===== src/rtl/pwm_ramp_scheduler.sv =====
//------------------------------------------------------------------------------
// pwm_ramp_scheduler
//
// Purpose:
//   Produces the 17-bit PWM control word (PWM_CW) that feeds the PWM
//   controller. Target duty commands arrive over a valid/ready handshake and
//   are clamped into [MIN_CW, MAX_CW]. The control word then walks toward the
//   target by a programmable step, once per PWM period, which limits how fast
//   a servo or actuator can be driven.
//
//   The control word only ever changes on the last cycle of a PWM period, so
//   the PWM controller never sees a duty change in the middle of a period.
//
// Optional feature (compile-time macro PWM_SCHED_AUTO_PARK_EN):
//   When defined, an idle counter counts whole PWM periods spent in IDLE.
//   After IDLE_TIMEOUT of them the scheduler launches its own ramp toward
//   PARK_CW with step PARK_STEP. That ramp behaves exactly like a commanded
//   ramp (handshake held off, busy high, abortable, ramp_done at the end).
//   When undefined, pwm_cw holds its value indefinitely while idle and the
//   IDLE_TIMEOUT / PARK_CW / PARK_STEP parameters have no effect.
//
// Parameters:
//   PERIOD       PWM period in clk cycles (>= 2), equal to the PWM counter wrap
//   MIN_CW       lowest legal control word
//   MAX_CW       highest legal control word (MIN_CW <= MAX_CW)
//   RESET_CW     control word loaded at reset, inside [MIN_CW, MAX_CW]
//   IDLE_TIMEOUT idle periods before auto-park (optional feature only)
//   PARK_CW      auto-park target (optional feature only)
//   PARK_STEP    auto-park ramp step (optional feature only)
//
// Ports:
//   clk          in   1   system clock
//   reset_n      in   1   asynchronous active-low reset
//   cmd_valid    in   1   command present
//   cmd_ready    out  1   scheduler can accept a command (high in IDLE)
//   cmd_target   in   17  requested control word
//   cmd_step     in   17  per-period increment, 0 means jump to target
//   abort        in   1   freeze the ramp at its current value
//   pwm_cw       out  17  control word to the PWM controller
//   busy         out  1   ramp in progress
//   ramp_done    out  1   one-cycle pulse when the ramp lands or is aborted
//   period_tick  out  1   one-cycle pulse on the last cycle of each period
//------------------------------------------------------------------------------
module pwm_ramp_scheduler #(
    parameter int PERIOD       = 100000,
    parameter int MIN_CW       = 0,
    parameter int MAX_CW       = 100000,
    parameter int RESET_CW     = 0,
    parameter int IDLE_TIMEOUT = 500,
    parameter int PARK_CW      = 0,
    parameter int PARK_STEP    = 100
) (
    input  logic        clk,
    input  logic        reset_n,
    input  logic        cmd_valid,
    output logic        cmd_ready,
    input  logic [16:0] cmd_target,
    input  logic [16:0] cmd_step,
    input  logic        abort,
    output logic [16:0] pwm_cw,
    output logic        busy,
    output logic        ramp_done,
    output logic        period_tick
);

    // Period counter sizing; PERIOD >= 2 so at least one bit is needed.
    localparam int                CNT_W    = (PERIOD > 1) ? $clog2(PERIOD) : 1;
    localparam logic [CNT_W-1:0]  CNT_LAST = CNT_W'(PERIOD - 1);

    // Control-word limits as 17-bit constants.
    localparam logic [16:0] MIN_V   = 17'(MIN_CW);
    localparam logic [16:0] MAX_V   = 17'(MAX_CW);
    localparam logic [16:0] RESET_V = 17'(RESET_CW);

    typedef enum logic {
        S_IDLE = 1'b0,
        S_RAMP = 1'b1
    } state_t;

    // Registered state and outputs.
    state_t           r_state;
    logic [CNT_W-1:0] r_cnt;
    logic             r_tick;
    logic [16:0]      r_cw;
    logic [16:0]      r_tgt;
    logic [16:0]      r_step;
    logic             r_ready;
    logic             r_busy;
    logic             r_done;

    // Combinational helpers.
    logic [CNT_W-1:0] w_cnt_next;
    logic             w_accept;
    logic [16:0]      w_cmd_tgt;
    logic             w_up;
    logic [17:0]      w_diff;
    logic [17:0]      w_step_ext;
    logic             w_land;
    logic [17:0]      w_stepped;
    logic             w_unused_msb;
    logic             w_park_start;
    logic [16:0]      w_park_tgt;
    logic [16:0]      w_park_step;

    // Clamp a requested control word into the legal window.
    function automatic logic [16:0] f_clamp(input logic [16:0] v);
        if (v < MIN_V) begin
            return MIN_V;
        end else if (v > MAX_V) begin
            return MAX_V;
        end else begin
            return v;
        end
    endfunction

    // The counter wraps on PERIOD-1. period_tick is registered from the next
    // counter value so that it is high in exactly the cycle the counter holds
    // PERIOD-1, without a combinational path to the output.
    assign w_cnt_next = (r_cnt == CNT_LAST) ? '0 : r_cnt + CNT_W'(1);

    always_ff @(posedge clk or negedge reset_n) begin
        if (!reset_n) begin
            r_cnt  <= '0;
            r_tick <= 1'b0;
        end else begin
            r_cnt  <= w_cnt_next;
            r_tick <= (w_cnt_next == CNT_LAST);
        end
    end

    // Handshake and target clamp.
    assign w_accept  = cmd_valid & r_ready;
    assign w_cmd_tgt = f_clamp(cmd_target);

    // Distance and next value are formed at 18 bits so that a large step can
    // never wrap past 0 or 2^17-1. A step only happens when the distance is
    // strictly larger than the step, so the stepped value always lies between
    // pwm_cw and the target and its top bit is always zero.
    assign w_up       = (r_tgt > r_cw);
    assign w_diff     = w_up ? ({1'b0, r_tgt} - {1'b0, r_cw})
                             : ({1'b0, r_cw} - {1'b0, r_tgt});
    assign w_step_ext = {1'b0, r_step};
    assign w_land     = (r_step == 17'd0) || (w_diff <= w_step_ext);
    assign w_stepped  = w_up ? ({1'b0, r_cw} + w_step_ext)
                             : ({1'b0, r_cw} - w_step_ext);
    assign w_unused_msb = w_stepped[17];

`ifdef PWM_SCHED_AUTO_PARK_EN
    // Idle counter: counts whole periods spent idle. It only needs to reach
    // IDLE_TIMEOUT-1 because it restarts as soon as the timeout is hit.
    localparam int                 IDLE_W    = (IDLE_TIMEOUT > 1) ? $clog2(IDLE_TIMEOUT + 1) : 1;
    localparam logic [IDLE_W:0]    TIMEOUT_V = (IDLE_W + 1)'(IDLE_TIMEOUT);

    logic [IDLE_W-1:0] r_idle;
    logic              w_idle_hit;

    assign w_idle_hit = (({1'b0, r_idle} + (IDLE_W + 1)'(1)) >= TIMEOUT_V);

    // Parking starts on the tick that completes the idle timeout, unless a
    // command is being accepted in that same cycle or the output is already
    // parked.
    assign w_park_start = (r_state == S_IDLE) && r_tick && !w_accept &&
                          w_idle_hit && (r_cw != w_park_tgt);
    assign w_park_tgt   = f_clamp(17'(PARK_CW));
    assign w_park_step  = 17'(PARK_STEP);

    // Any accepted command or any time spent ramping restarts the idle count.
    always_ff @(posedge clk or negedge reset_n) begin
        if (!reset_n) begin
            r_idle <= '0;
        end else if ((r_state != S_IDLE) || w_accept) begin
            r_idle <= '0;
        end else if (r_tick) begin
            r_idle <= w_idle_hit ? '0 : r_idle + IDLE_W'(1);
        end
    end
`else
    // Without auto-park the scheduler never starts a ramp on its own.
    logic w_unused_park;

    assign w_park_start  = 1'b0;
    assign w_park_tgt    = '0;
    assign w_park_step   = '0;
    assign w_unused_park = (IDLE_TIMEOUT != 0) ^ (PARK_CW != 0) ^ (PARK_STEP != 0);
`endif

    // Scheduler FSM. All handshake and status outputs are registered here so
    // they change together with the state. ramp_done defaults low every cycle
    // so it can only ever be a single-cycle pulse.
    //
    // A command accepted in a tick cycle is still in IDLE on that edge, so
    // the first step naturally lands on the following tick. abort is tested
    // before period_tick so that an abort on a tick freezes the output.
    always_ff @(posedge clk or negedge reset_n) begin
        if (!reset_n) begin
            r_state <= S_IDLE;
            r_cw    <= RESET_V;
            r_tgt   <= RESET_V;
            r_step  <= '0;
            r_ready <= 1'b1;
            r_busy  <= 1'b0;
            r_done  <= 1'b0;
        end else begin
            r_done <= 1'b0;
            case (r_state)
                S_IDLE: begin
                    if (w_accept) begin
                        r_tgt  <= w_cmd_tgt;
                        r_step <= cmd_step;
                        if (w_cmd_tgt == r_cw) begin
                            r_done <= 1'b1;
                        end else begin
                            r_state <= S_RAMP;
                            r_ready <= 1'b0;
                            r_busy  <= 1'b1;
                        end
                    end else if (w_park_start) begin
                        r_tgt   <= w_park_tgt;
                        r_step  <= w_park_step;
                        r_state <= S_RAMP;
                        r_ready <= 1'b0;
                        r_busy  <= 1'b1;
                    end
                end
                S_RAMP: begin
                    if (abort) begin
                        r_state <= S_IDLE;
                        r_ready <= 1'b1;
                        r_busy  <= 1'b0;
                        r_done  <= 1'b1;
                    end else if (r_tick) begin
                        if (w_land) begin
                            r_cw    <= r_tgt;
                            r_state <= S_IDLE;
                            r_ready <= 1'b1;
                            r_busy  <= 1'b0;
                            r_done  <= 1'b1;
                        end else begin
                            r_cw <= w_stepped[16:0];
                        end
                    end
                end
                default: begin
                    r_state <= S_IDLE;
                    r_ready <= 1'b1;
                    r_busy  <= 1'b0;
                end
            endcase
        end
    end

    assign cmd_ready   = r_ready;
    assign busy        = r_busy;
    assign ramp_done   = r_done;
    assign period_tick = r_tick;
    assign pwm_cw      = r_cw;

endmodule


===== config.mk =====
export PLATFORM = sky130hd
export DESIGN_NAME = pwm_ramp_scheduler
export DESIGN_NICKNAME = d
export VERILOG_FILES = /design/src/rtl/pwm_ramp_scheduler.sv
export SDC_FILE = /design/constraint.sdc
export NUM_CORES = 1
export LEC_CHECK = 0
export ABC_AREA = 1
export BUFFER_PORTS_ARGS = -buffer_cell sky130_fd_sc_hd__clkbuf_2
export CORE_MARGIN = 10
export CORE_UTILIZATION = 45
export CTS_BUF_LIST = sky130_fd_sc_hd__clkbuf_4
export DETAILED_ROUTE_END_ITERATION = 7
export PLACE_DENSITY_LB_ADDON = 0.08
export SETUP_SLACK_MARGIN = 0.1
export SLEW_MARGIN = 20
export SYNTH_ARGS = -nofsm -noshare
export SYNTH_HDL_FRONTEND = slang
export SYNTH_SLANG_ARGS = --single-unit

===== constraint.sdc =====
create_clock -name clk -period 4.1 [get_ports clk]
set_input_delay 0.82 -clock clk [delete_from_list [all_inputs] [get_ports clk]]
set_output_delay 0.82 -clock clk [all_outputs]
set_load 0.01 [all_outputs]

Word level (Yosys, flattened, before mapping)
Cells that the tools add are included.
{"block": "word_totals", "elab_cells": 63, "out_inout_bits": 21, "mem_count": 0, "rom_bits": 0, "latchBits": 0, "in_bits": 38, "mem_bits_rw": 0, "register_bits": 73}
{"block": "classes", "n_bitwise": 3, "n_reduce_logical": 5, "shifts": 0, "n_mul": 0, "muxes": 30, "magnitude_cmp": 4, "div": 0, "n_eq_ne": 7, "addsub": 5}
{"cell": "17-bit 2-to-1 mux", "n": 5}
{"cell": "17-bit by 17-bit subtractor with 18-bit output", "n": 2}
{"cell": "17-bit == test (second input constant)", "n": 2}
{"cell": "1-bit 2-to-1 mux", "n": 20}
{"cell": "18-bit by 17-bit less-or-equal comparator with 1-bit output", "n": 1}
{"cell": "18-bit 2-to-1 mux", "n": 1}
{"cell": "17-bit by 1-bit adder with 17-bit output (second input constant)", "n": 1}
{"cell": "17-bit adder", "n": 1}
{"cell": "17-bit == test", "n": 1}
{"cell": "17-bit > comparator", "n": 1}
{"cell": "17-bit > comparator (second input constant)", "n": 1}
{"cell": "17-bit zero test", "n": 1}
{"cell": "17-bit by 1-bit less-than comparator with 1-bit output (second input constant)", "n": 1}
{"cell": "17-bit subtractor", "n": 1}
{"cell": "1-bit case mux with 2 select lines", "n": 4}
{"cell": "3-bit by 2-bit != test with 1-bit output (second input constant)", "n": 2}
{"cell": "2-bit != test (second input constant)", "n": 2}
{"cell": "4-bit AND reduction", "n": 1}
{"cell": "3-bit AND reduction", "n": 1}
{"cell": "1-bit inverter", "n": 2}
{"cell": "2-bit AND reduction", "n": 1}
{"cell": "1-bit bitwise AND", "n": 1}
{"cell": "1-bit logical OR", "n": 1}

Logic depth before layout (Yosys ltp)
Gate-level depths: netlist of run 1.
{"block": "logic_depth", "ltp_word": 8, "ltp_mapped": 36}

Least setup slack after synthesis of run 1
No wires, ideal clock.
{"block": "synth_timing", "path_kind": "flip-flop to flip-flop", "start": "register r_cw[13], in the netlist pwm_cw[13]", "end": "register r_done, in the netlist ramp_done", "path_slack_ns": 0.366, "path_stages_with_launch": 31, "arrival_ns": 3.605, "n_path_buf": 2, "period_less_slack_ns": 3.734, "path_cell_list": "dfrtp_1 -> inv_1 -> ha_1 -> a21oi_1 -> o21ai_1 -> nand2_1 -> nand2_1 -> nor2_1 -> nand3_1 -> nand2_1 -> buf_2 -> mux2i_1 -> xor2_1 -> inv_1 -> ha_1 -> nand2_1 -> nor3_1 -> nand2_1 -> nand2_1 -> nand2_1 -> nand2_1 -> nand2_1 -> nand2_1 -> nand2_1 -> nand2_1 -> nand2_1 -> buf_4 -> nand2_1 -> nand2_1 -> nand2_1 -> o21ai_1"}
{"block": "synth_between", "elab_chain_cells": 8, "elab_cells_between_ends": 13}
{"item": "from (decl)", "line_no": "84", "source": "logic [16:0] r_cw;"}
{"item": "from (signal assigned)", "line_no": "233", "source": "r_cw <= r_tgt;"}
{"item": "from (signal assigned)", "line_no": "239", "source": "r_cw <= w_stepped[16:0];"}
{"item": "17-bit by 17-bit subtractor with 18-bit output, or another cell as far along", "line_no": "141", "source": ": ({1'b0, r_cw} - {1'b0, r_tgt});"}
{"item": "18-bit 2-to-1 mux", "line_no": "140", "source": "assign w_diff = w_up ? ({1'b0, r_tgt} - {1'b0, r_cw})"}
{"item": "18-bit by 17-bit less-or-equal comparator with 1-bit output", "line_no": "143", "source": "assign w_land = (r_step == 17'd0) || (w_diff <= w_step_ext);"}
{"item": "1-bit logical OR", "line_no": "143"}
{"item": "1-bit 2-to-1 mux", "line_no": "232", "source": "if (w_land) begin"}
{"item": "1-bit 2-to-1 mux", "line_no": "231", "source": "end else if (r_tick) begin"}
{"item": "1-bit 2-to-1 mux", "line_no": "226", "source": "if (abort) begin"}
{"item": "1-bit case mux with 2 select lines *", "line_no": "205", "source": "case (r_state)"}
{"item": "to (signal assigned)", "line_no": "204", "source": "r_done <= 1'b0;"}
{"item": "to (signal assigned)", "line_no": "230", "source": "r_done <= 1'b1;"}
{"item": "to (signal assigned)", "line_no": "237", "source": "r_done <= 1'b1;"}
{"item": "to (decl)", "line_no": "89", "source": "logic r_done;"}
Every way passes the cells marked *; elsewhere a longest branch is shown, timed or not.
A chain may end at the register's enable or synchronous reset.

Worst setup path after layout of run 1
{"block": "layout_timing", "start": "register r_tgt[13]", "end": "register r_cw[9], in the netlist pwm_cw[9]"}
{"block": "layout_between", "elab_chain_cells": 5, "elab_cells_between_ends": 8}
{"item": "from (decl)", "line_no": "85", "source": "logic [16:0] r_tgt;"}
{"item": "from (signal assigned)", "line_no": "208", "source": "r_tgt <= w_cmd_tgt;"}
{"item": "from (signal assigned)", "line_no": "218", "source": "r_tgt <= w_park_tgt;"}
{"item": "17-bit by 17-bit subtractor with 18-bit output, or another cell as far along", "line_no": "141"}
{"item": "18-bit 2-to-1 mux", "line_no": "140"}
{"item": "18-bit by 17-bit less-or-equal comparator with 1-bit output", "line_no": "143"}
{"item": "1-bit logical OR", "line_no": "143"}
{"item": "17-bit 2-to-1 mux *", "line_no": "232"}
Marks and branches as above.

==> impl_metrics.tcl, run 1 <==
set metrics [dict create \
    status "complete, no violations" \
    h-tree-depth 3 \
    hold_path_class "input pin to async pin" \
    die_h_um 144 \
    cts_inserted_buffers 9 \
    vdd_drop_max_mv 0.151 \
    drt_iter0_markers 611 \
    synth_seq_cells 73 \
    ys_types 41 \
    r2r_cells 29 \
    track_usage_pct 21.8 \
    final-hold-violation-count 0 \
    crit_path_start_kind "register" \
    crit_slowest_cell "dfrtp_1" \
    p_comb_share_pct 5.7 \
    final_area_um2 9310 \
    p_sw_uw 352 \
    drv_cap 0 \
    globalRouteMet3Util_pct 3.20 \
    drc 0 \
    fp-row-count 45 \
    grt_pass1_wl_um 35100 \
    reg2reg_from "r_tgt[13]" \
    drt-vias-per-instance 5.16 \
    drt_first_pass_iters 5 \
    synth_top_flop_cell "dfrtp_1" \
    grt_max_degree 74 \
    setup_viol 0 \
    startpoint "r_tgt[13]" \
    period_share_pct 95.1 \
    min_period_ns 3.90 \
    cts_buffer_depth 2 \
    cp_data_required_time_ns 4.47 \
    start_util_pct 45.7 \
    yosysTopAreaCell "dfrtp_1" \
    ioPinCount 59 \
    regToRegSetupSlack_ns 0.20 \
    finalClockSkew_ns 0.0143 \
    relSlewSlack_pct 33.8 \
    dpl.hpwl_um 17900 \
    layout_setup_ws_ns 0.202 \
    clock.fmax_mhz 257 \
    rsz0062_at_grt "true" \
    dp_slack_ns -0.00938 \
    netlist_top_cells_area "dfrtp_1, nand2_1, ha_1, inv_1, o21ai_0" \
    avgSynthCellArea_um2 6.63 \
    synth_nets 1151 \
    grt_util_met2_pct 36.7 \
    die_w_um 144 \
    power_leakage_uw 0.00476 \
    cts.clk_slew.worst_paths_ns 0.14 \
    num_vias 7302 \
    cp.arrival_ns 4.27 \
    p_int_uw 993 \
    power.share.clock_pct 40.7 \
    maxSlewViolCount 0 \
    met1_usage_pct 28.9 \
    dpl-instance-area_um2 7950 \
    seqPwrFrac_pct 53.5 \
    drive_above_1_share_pct 28.8 \
    ys_warn_count 0 \
    power_uw 1340 \
    routed_wl_um 24200 \
    cp_common_cell "nand2_1" \
    hold_buffers 0 \
    antenna_left 0 \
    critical_path_class "register to register" \
    r2r-end "pwm_cw[9]" \
    netlist_area_um2 6900 \
    syn_inst 1040 \
    yosysSeqAreaShare_pct 26.5 \
    slowest_delay_ns 0.46 \
    grt_antenna_before_repair 1 \
    dieArea_um2 20700 \
    worst_slew_pin_slew_ns 0.993 \
    grt_most_used_layer "met2" \
    switching_share_pct 26.2 \
    portBuffers 58 \
    syn_to_final_growth_pct 34.9 \
    endpoint_kind "register" \
    cts.sinks 73 \
    worstPathMaxFanout 8 \
    async_flop_share_pct 100 \
    root_buffer "clkbuf_4" \
    globalplace.congestion 0.951 \
    synth_edf_count 0 \
    fin_tns_setup_ns 0 \
    clk_latency_ns 0.48 \
    p_per_area_nw_per_um2 144 \
    holdWs_ns 0.486 \
    synth_top_area_share_pct 26.1 \
    core_area_um2 15100 \
    globalRouteOverflowTotal 0 \
    cts_tree "yes" \
    fillerInstances 1417 \
    fin_nets 1333 \
    crit_end "pwm_cw[9]" \
    first_global_vias 6597 \
    post_drt_wl_per_cell_um 17.1 \
]
## sequential cells by signal, summed over array words and instances (netlist names)
register and flops:
cmd_ready 1, period_tick 1, r_state 1, r_step 17
r_cnt 17, pwm_cw 17, ramp_done 1, r_tgt 17
busy 1
## final cells by class
| type | count | area, um^2 | area share [%] |
|---|---|---|---|
| Inverter | 157 | 599 | 6.44 |
| Sequential cell | 73 | 1830 | 19.7 |
| Multi-Input combinational cell | 791 | 5060 | 54.3 |
| Antenna cell | 1 | 2.50 | 0.0269 |
| Clock inverter | 7 | 93.8 | 1.01 |
| Timing Repair Buffer | 190 | 1420 | 15.2 |
| Tap cell | 188 | 235 | 2.53 |
| Clock buffer | 9 | 67.6 | 0.726 |
## worst max-delay path, delay by kind of cell (launching register included)
kind / cells / cell delay (ns)
AND/OR/NAND/NOR: 18 / 1.50
adder cells (fa/ha/maj): 2 / 0.58
buffers and inverters: 4 / 0.49
flip-flops: 1 / 0.46
AO/OA/AOI/OAI: 3 / 0.31
multiplexers: 1 / 0.22
XOR/XNOR: 1 / 0.20
## synth_stat cells, types with 4 or more instances
library cell / n
a21boi_0: 4
a21o_1: 7
a21oi_1: 64
a31oi_1: 6
buf_2: 6
clkbuf_1: 10
dfrtp_1: 72
ha_1: 70
inv_1: 151
inv_2: 4
mux2i_1: 4
nand2_1: 300
nand3_1: 57
nand4_1: 9
nor2_1: 82
nor3_1: 12
nor4_1: 4
o21a_1: 4
o21ai_0: 79
o21ai_1: 15
o21bai_1: 5
xor2_1: 43
## per-layer routing
layer  part of all wire, %  up-vias
met5                     0        -
met4                   1.5        0
met3                   4.8       24
met2                    49      190
met1                    45     3375
li1                      -     3713
## how the worst min path moves through the flow
stage	startpoint	end	slack [ns]
3_5_place_dp	cmd_ready	cmd_ready	0.47
3_3_place_gp	busy	busy	0.46
5_1_grt	cmd_ready	cmd_ready	0.51
6_report	reset_n	r_tgt[12]	0.49
2_1_floorplan	r_cnt[0]	r_cnt[0]	0.47
4_1_cts	cmd_ready	cmd_ready	0.49
## cells by family after synthesis
kind of cell	synth area share [%]
AOI/OAI and AO/OA	15.1
xor gates and xnor gates	5.84
muxes	0.580
adders and majority gates	13.6
buffers and inverters	9.90
DFF	26.5
and+or+nand+nor	28.6
## cells in the final DEF, fill, tap and decap left out, types with 4 or more instances in the layout
master and n:
nand2_1 271, inv_1 131, buf_4 121, nor2_1 78, dfrtp_1 68, o21ai_0 60
clkbuf_2 57, nand3_1 48, ha_1 47, a21oi_1 45, xor2_1 42, o21ai_1 25
nand2_2 23, inv_2 21, ha_4 20, a21oi_2 16, nor3_1 10, o21ai_2 9
nand4_1 9, clkbuf_4 9, nand2_4 8, nand3_2 8, a21o_1 7, o21bai_1 5
nor2_2 4, o21a_1 4, clkbuf_16 4, dfrtp_2 4
## metrics by stage
stage	std cells	utilization, %
2_1_floorplan	1040	-
3_3_place_gp	1343	52.7
3_5_place_dp	1343	52.7
4_1_cts	1366	54.5
5_1_grt	1416	61.7
6_report	1416	61.7
## power by group through the flow
stage | Sequential [uW] | Clock [uW] | Combinational (uW)
3_5_place_dp | 734 | 0 | 76.7
4_1_cts | 720 | 561 | 77.2
3_3_place_gp | 734 | 0 | 77.0
6_report | 720 | 548 | 77.1
2_1_floorplan | 734 | 0 | 28.7
5_1_grt | 720 | 589 | 86.6
## repair_timing
item,in CTS,in global routing
gates resized for setup,15,165
gates cloned,0,4
setup endpoints to repair,21,21
pin swaps,7,54
setup buffers,7,46
Power figures use the tool's default switching activity.
==> run 2: changes to the inputs <==
--- a/config.mk
+++ b/config.mk
@@ -5,12 +5,12 @@
 export SDC_FILE = /design/constraint.sdc
 export NUM_CORES = 1
 export LEC_CHECK = 0
-export ABC_AREA = 1
 export BUFFER_PORTS_ARGS = -buffer_cell sky130_fd_sc_hd__clkbuf_2
 export CORE_MARGIN = 10
 export CORE_UTILIZATION = 45
 export CTS_BUF_LIST = sky130_fd_sc_hd__clkbuf_4
 export DETAILED_ROUTE_END_ITERATION = 7
+export GPL_TIMING_DRIVEN = 0
 export PLACE_DENSITY_LB_ADDON = 0.08
 export SETUP_SLACK_MARGIN = 0.1
 export SLEW_MARGIN = 20
==> run 2 against run 1 <==
Against the previous run:
- the run now ends with setup timing left
- fmax decreased by 23%
- synthesized area decreased by 4.6%
- cell area decreased by 13%
- critical path depth decreased by 5
- non-clock buffer count decreased by 58
- largest cell class unchanged
- clock skew increased by 0.0044 ns
==> impl_metrics.tcl, run 2 <==
set metrics [dict create \
    status "finished, violations left" \
    failed_checks "setup timing" \
    worstPathMaxFanout 10 \
    start_util_pct 45.6 \
    power_leakage_uw 0.00374 \
    avgSynthCellArea_um2 8.33 \
    layout_setup_ws_ns -0.947 \
    globalplace.congestion 0.969 \
    core_area_um2 14400 \
    fin_tns_setup_ns -19.07 \
    syn_to_final_growth_pct 22.6 \
    grt_antenna_before_repair 0 \
    crit_path_start_kind "register" \
    drt_first_pass_iters 5 \
    netlist_area_um2 6580 \
    cp.arrival_ns 5.37 \
    synth_common_cells "nand2_1, dfrtp_1, ha_1, inv_1, o21ai_0" \
    async_flop_share_pct 100 \
    vdd_drop_max_mv 0.169 \
    root_buffer "clkbuf_4" \
    final-hold-violation-count 0 \
    worst_slew_pin_slew_ns 0.702 \
    num_vias 6329 \
    globalRouteMet3Util_pct 2.62 \
    rsz0062_at_grt "true" \
    layout_commonest_cell "nand2_1" \
    synth_top_flop_cell "dfrtp_1" \
    first_global_vias 6373 \
    finalClockSkew_ns 0.0187 \
    dieArea_um2 19900 \
    p_per_area_nw_per_um2 232 \
    yosysTopAreaCell "dfrtp_1" \
    clock.fmax_mhz 198 \
    syn_inst 790 \
    grt_most_used_layer "met2" \
    drv_cap 0 \
    dpl.hpwl_um 17500 \
    grt_util_met2_pct 36.3 \
    portBuffers 58 \
    diodes 0 \
    antenna_left 0 \
    place_inst 1033 \
    track_usage_pct 22.2 \
    post_drt_wl_per_cell_um 20.5 \
    drt_iter0_markers 335 \
    fin_cells 1095 \
    regToRegSetupSlack_ns -0.95 \
    drt-vias-per-instance 5.78 \
    hold_buffers 0 \
    critical_path_class "register to register" \
    fillerInstances 1362 \
    cts_tree "yes" \
    maxSlewViolCount 0 \
    cp_data_required_time_ns 4.42 \
    setup_viol 21 \
    globalRouteOverflowTotal 0 \
    netlist_top_cells_area "dfrtp_1, ha_1, xnor2_1, o21ai_0, nand2_1" \
    synth.most_common_cell "nand2_1" \
    routed_wl_um 22400 \
    hold_path_class "input pin to async pin" \
    fin_nets 1017 \
    fin_util_pct 56.0 \
    layout_common_cells "nand2_1, inv_1, ha_1, clkbuf_2, o21ai_0" \
    relSlewSlack_pct 53.0 \
    grt_pass1_wl_um 35200 \
    die_h_um 141 \
    synth_edf_count 0 \
    synth_nets 901 \
    drc 0 \
    clk_latency_ns 0.44 \
    drive_above_1_share_pct 25.4 \
    cts.clk_slew.worst_paths_ns 0.13 \
    ioPinCount 59 \
    h-tree-depth 3 \
    die_w_um 141 \
    met1_usage_pct 29.8 \
    yosysSeqAreaShare_pct 27.8 \
    cts_inserted_buffers 9 \
    synth_top_area_share_pct 27.4 \
    dp_slack_ns -1.64 \
    ys_types 68 \
    synth_seq_cells 73 \
    grt_max_degree 40 \
    cts_buffer_depth 2 \
    fp-row-count 44 \
    cts.sinks 73 \
    endpoint_kind "register" \
    period_share_pct 123 \
    min_period_ns 5.05 \
    ys_warn_count 0 \
]
## run 2: final timing paths
path                            from         end  cells after the start
max reg2reg                pwm_cw[0]  pwm_cw[10]                     24
max in group asynchronous    reset_n   cmd_ready                      2
min                          reset_n   pwm_cw[2]                      1
min in group clk            r_cnt[0]    r_cnt[0]                      1
max                        pwm_cw[0]  pwm_cw[10]                     24
min reg2reg                 r_cnt[0]    r_cnt[0]                      1
## run 2: worst max-delay path: stages (launching register included)
cell and delay, ns:
dfrtp_2 0.47, inv_2 0.11, ha_4 0.14, inv_1 0.05, fa_2 0.36, a21oi_2 0.15
o21ai_1 0.08, and2_4 0.17, o41ai_4 0.28, o31a_1 0.29, a2111oi_4 0.06, a311oi_4 0.41
xnor2_2 0.16, ha_1 0.31, nand4_1 0.19, nor2_2 0.18, nand3_2 0.12, a21oi_4 0.17
nor4_2 0.08, a2111o_1 0.37, o311ai_4 0.14, buf_6 0.21, buf_12 0.15, mux2i_1 0.20
o21ai_1 0.07
## run 2: final cells by class
class | count | area [um^2] | share of cell area (%)
Inverter | 70 | 263 | 3.26
Multi-Input combinational cell | 620 | 4720 | 58.5
Clock buffer | 9 | 67.6 | 0.837
Clock inverter | 7 | 71.3 | 0.884
Timing Repair Buffer | 105 | 674 | 8.36
Sequential cell | 73 | 1850 | 23.0
Buffer | 27 | 189 | 2.34
Tap cell | 184 | 230 | 2.85
## run 2: report_power, final
group          internal (uW)  leakage, uW  total (uW)  switching, uW
registers                729     0.000782         738           8.98
clock network            186    0.0000796         471            285
logic                    288      0.00288         664            376
## run 2: layer usage
metal / vias to the layer above / wire, um / share of wire, %
li1: 3051 / - / -
met1: 3079 / 10300 / 46
met2: 166 / 10500 / 47
met3: 33 / 1070 / 4.8
met4: 0 / 497 / 2.2
met5: - / 0 / 0
## run 2: cells by family (layout without fill, tap and decap cells)
family          after synthesis  count (layout)  synth area share, %
buf+inv                      97             218                 6.29
flops                        73              73                 27.8
xor+xnor                     61              61                 8.12
simple gates                228             228                 16.5
fa+ha+maj                    73              73                 14.2
mux                          25              25                 4.03
compound gates              233             233                 23.0
## run 2: per-stage QoR
stage	area [um^2]	hold slack, ns	total power (uW)
2_1_floorplan	6690	0.465	1150
3_3_place_gp	7210	0.494	1310
3_5_place_dp	7240	0.507	1330
4_1_cts	7930	0.376	1860
5_1_grt	8070	0.381	1970
6_report	8070	0.369	1870
## run 2: what timing repair did
| action | CTS | global route |
|---|---|---|
| buffers inserted | 38 | 8 |
| pin swaps | 20 | 11 |
| resized for setup | 63 | 14 |
| gates cloned | 0 | 0 |
| endpoints found under the setup margin | 21 | 21 |
==> run 3: changes to the inputs <==
==> constraint.sdc (replaced) <==
create_clock -name clk -period 5.47 [get_ports clk]
set_input_delay 1.094 -clock clk [delete_from_list [all_inputs] [get_ports clk]]
set_output_delay 1.094 -clock clk [all_outputs]
set_load 0.01 [all_outputs]
==> run 3 against run 2 <==
Against the previous run:
- the run now ends clean
- via count decreased by 3.6%
- fmax shrank 2.9%
- wire length fell by 9.2%
- cell area down 6.6%
- utilization decreased by 3.7 points
- global-route usage fell by 2.2 points
- combinational power decreased by 35%
- sequential power is 24% lower
- first-iteration DRC count grew 9.9%
- register-to-register slack better by 1.2 ns
- largest cell class unchanged
- highest routed layer unchanged
==> impl_metrics.tcl, run 3 (synthesis gave the netlist of run 2 again) <==
set metrics [dict create \
    globalplace.congestion 0.911 \
    final_area_um2 7530 \
    portBuffers 58 \
    crit_path_start_kind "register" \
    p_int_uw 834 \
    first_global_vias 6030 \
    dpl.hpwl_um 16100 \
    slowest_delay_ns 0.48 \
    hold_buffers 0 \
    hold_path_class "register to register" \
    vdd_drop_max_mv 0.112 \
    setup_viol 0 \
    routed_wl_um 20400 \
    path_cells "ha_4, inv_1, fa_1, a21oi_2, o21ai_2, a211oi_2, o21a_4, nor3_4, buf_4, a2111oi_4, a311oi_4, o2111a_1, a211oi_2, ha_1, a21oi_2, o311ai_0, nor4_1, a2111o_1, o311ai_4, buf_6, buf_4, mux2i_1, o21ai_0" \
    grt_pass1_wl_um 31900 \
    fp-row-count 44 \
    num_vias 6104 \
    final-hold-violation-count 0 \
    clk_latency_ns 0.48 \
    syn_to_final_growth_pct 14.5 \
    endpoint_kind "register" \
    switching_share_pct 37.8 \
    worst_slew_pin_slew_ns 0.859 \
    power.share.clock_pct 25.9 \
    relSlewSlack_pct 42.3 \
    antenna_left 0 \
    place_inst 1033 \
    dieArea_um2 19900 \
    fin_util_pct 52.2 \
    h-tree-depth 3 \
    cts_inserted_buffers 9 \
    drv_cap 0 \
    status "complete, no violations" \
    layout_setup_ws_ns 0.272 \
    worstPathMaxFanout 8 \
    cts.clk_slew.worst_paths_ns 0.14 \
    fin_cells 1063 \
    cp.arrival_ns 5.55 \
    drt_first_pass_iters 5 \
    ioPinCount 59 \
    regToRegSetupSlack_ns 0.27 \
    r2r_cells 23 \
    track_usage_pct 20.0 \
    p_comb_share_pct 32.4 \
    drc 0 \
    die_w_um 141 \
    power_leakage_uw 0.00355 \
    clock.fmax_mhz 192 \
    hp-start "r_cnt[4]" \
    globalRouteOverflowTotal 0 \
    reg2reg_from "pwm_cw[0]" \
    start_util_pct 45.6 \
    finalClockSkew_ns 0.0161 \
    cp_data_required_time_ns 5.82 \
    cts_tree "yes" \
    seqPwrFrac_pct 41.7 \
    p_per_area_nw_per_um2 178 \
    hold_depth 1 \
    drt_iter0_markers 368 \
    period_share_pct 95.0 \
    grt_max_degree 52 \
    critical_path_class "register to register" \
    rsz0062_at_grt "true" \
    r2r-end "pwm_cw[2]" \
    fin_nets 984 \
    dp_slack_ns -0.458 \
    maxSlewViolCount 0 \
    cts.sinks 73 \
    post_drt_wl_per_cell_um 19.2 \
    drive_above_1_share_pct 17.4 \
    cts_buffer_depth 2 \
    root_buffer "clkbuf_4" \
    crit_slowest_cell "dfrtp_2" \
    die_h_um 141 \
    core_area_um2 14400 \
    min_period_ns 5.20 \
    drt-vias-per-instance 5.74 \
    holdWs_ns 0.513 \
    grt_antenna_before_repair 0 \
    layout_common_cells "nand2_1, inv_1, ha_1, o21ai_0, dfrtp_1" \
    layout_commonest_cell "nand2_1" \
    dpl-instance-area_um2 7130 \
    p_sw_uw 508 \
    holdPathEnd "r_cnt[4]" \
]
==> run 3: worst max-delay path by stage <==
stage | from | to | slack [ns]
floorplan | pwm_cw[9] | pwm_cw[16] | 0.58
global route | r_tgt[0] | pwm_cw[4] | 0.07
CTS | r_tgt[0] | pwm_cw[16] | 0.11
global placement | pwm_cw[4] | pwm_cw[16] | -0.50
finish | pwm_cw[0] | pwm_cw[2] | 0.27
detailed placement | pwm_cw[4] | pwm_cw[16] | -0.46
==> run 3: cell type report <==
| type | count | area [um^2] |
|---|---|---|
| repair buffers | 72 | 430 |
| clock inverters | 7 | 51.3 |
| inverters | 70 | 263 |
| fillers | 1422 | 6890 |
| clock buffers | 9 | 67.6 |
| flip-flops and latches | 73 | 1840 |
| diodes | 1 | 2.50 |
| plain buffers | 27 | 160 |
| multi-input cells | 620 | 4490 |
| well taps | 184 | 230 |
==> run 3: power groups by stage <==
stage	clock, uW	sequential, uW	combinational [uW]
final	348	560	434
after global routing	368	561	476
after CTS	353	561	413
after detailed placement	0	571	393
after global placement	0	571	386
after floorplan	0	568	280
==> run 3: through the flow <==
stage	total power, uW	TNS [ns]
2_1_floorplan	848	0
3_3_place_gp	956	-5.09
3_5_place_dp	964	-5.10
4_1_cts	1330	0
5_1_grt	1410	0
6_report	1340	0
==> run 3: layer usage <==
metal	GRT usage (%)	vias to the layer above	wire (um)
li1	-	2985	-
met1	26.6	2907	9540
met2	31.7	179	9040
met3	3.83	33	1280
met4	6.74	0	510
met5	0	-	0
==> run 3: critical path: cells and delay by family, from the launching register on <==
family | cells | cell delay, ns
mux | 1 | 0.14
buf+inv | 4 | 0.59
simple gates | 2 | 0.47
fa+ha+maj | 3 | 0.87
compound gates | 13 | 2.53
flops | 1 | 0.48
==> run 3: timing repair <==
item,4_1_cts,5_1_grt
resized for setup,18,31
pin swaps,1,14
setup buffers,5,8
hold endpoints to repair,0,0
setup endpoints to repair,21,21
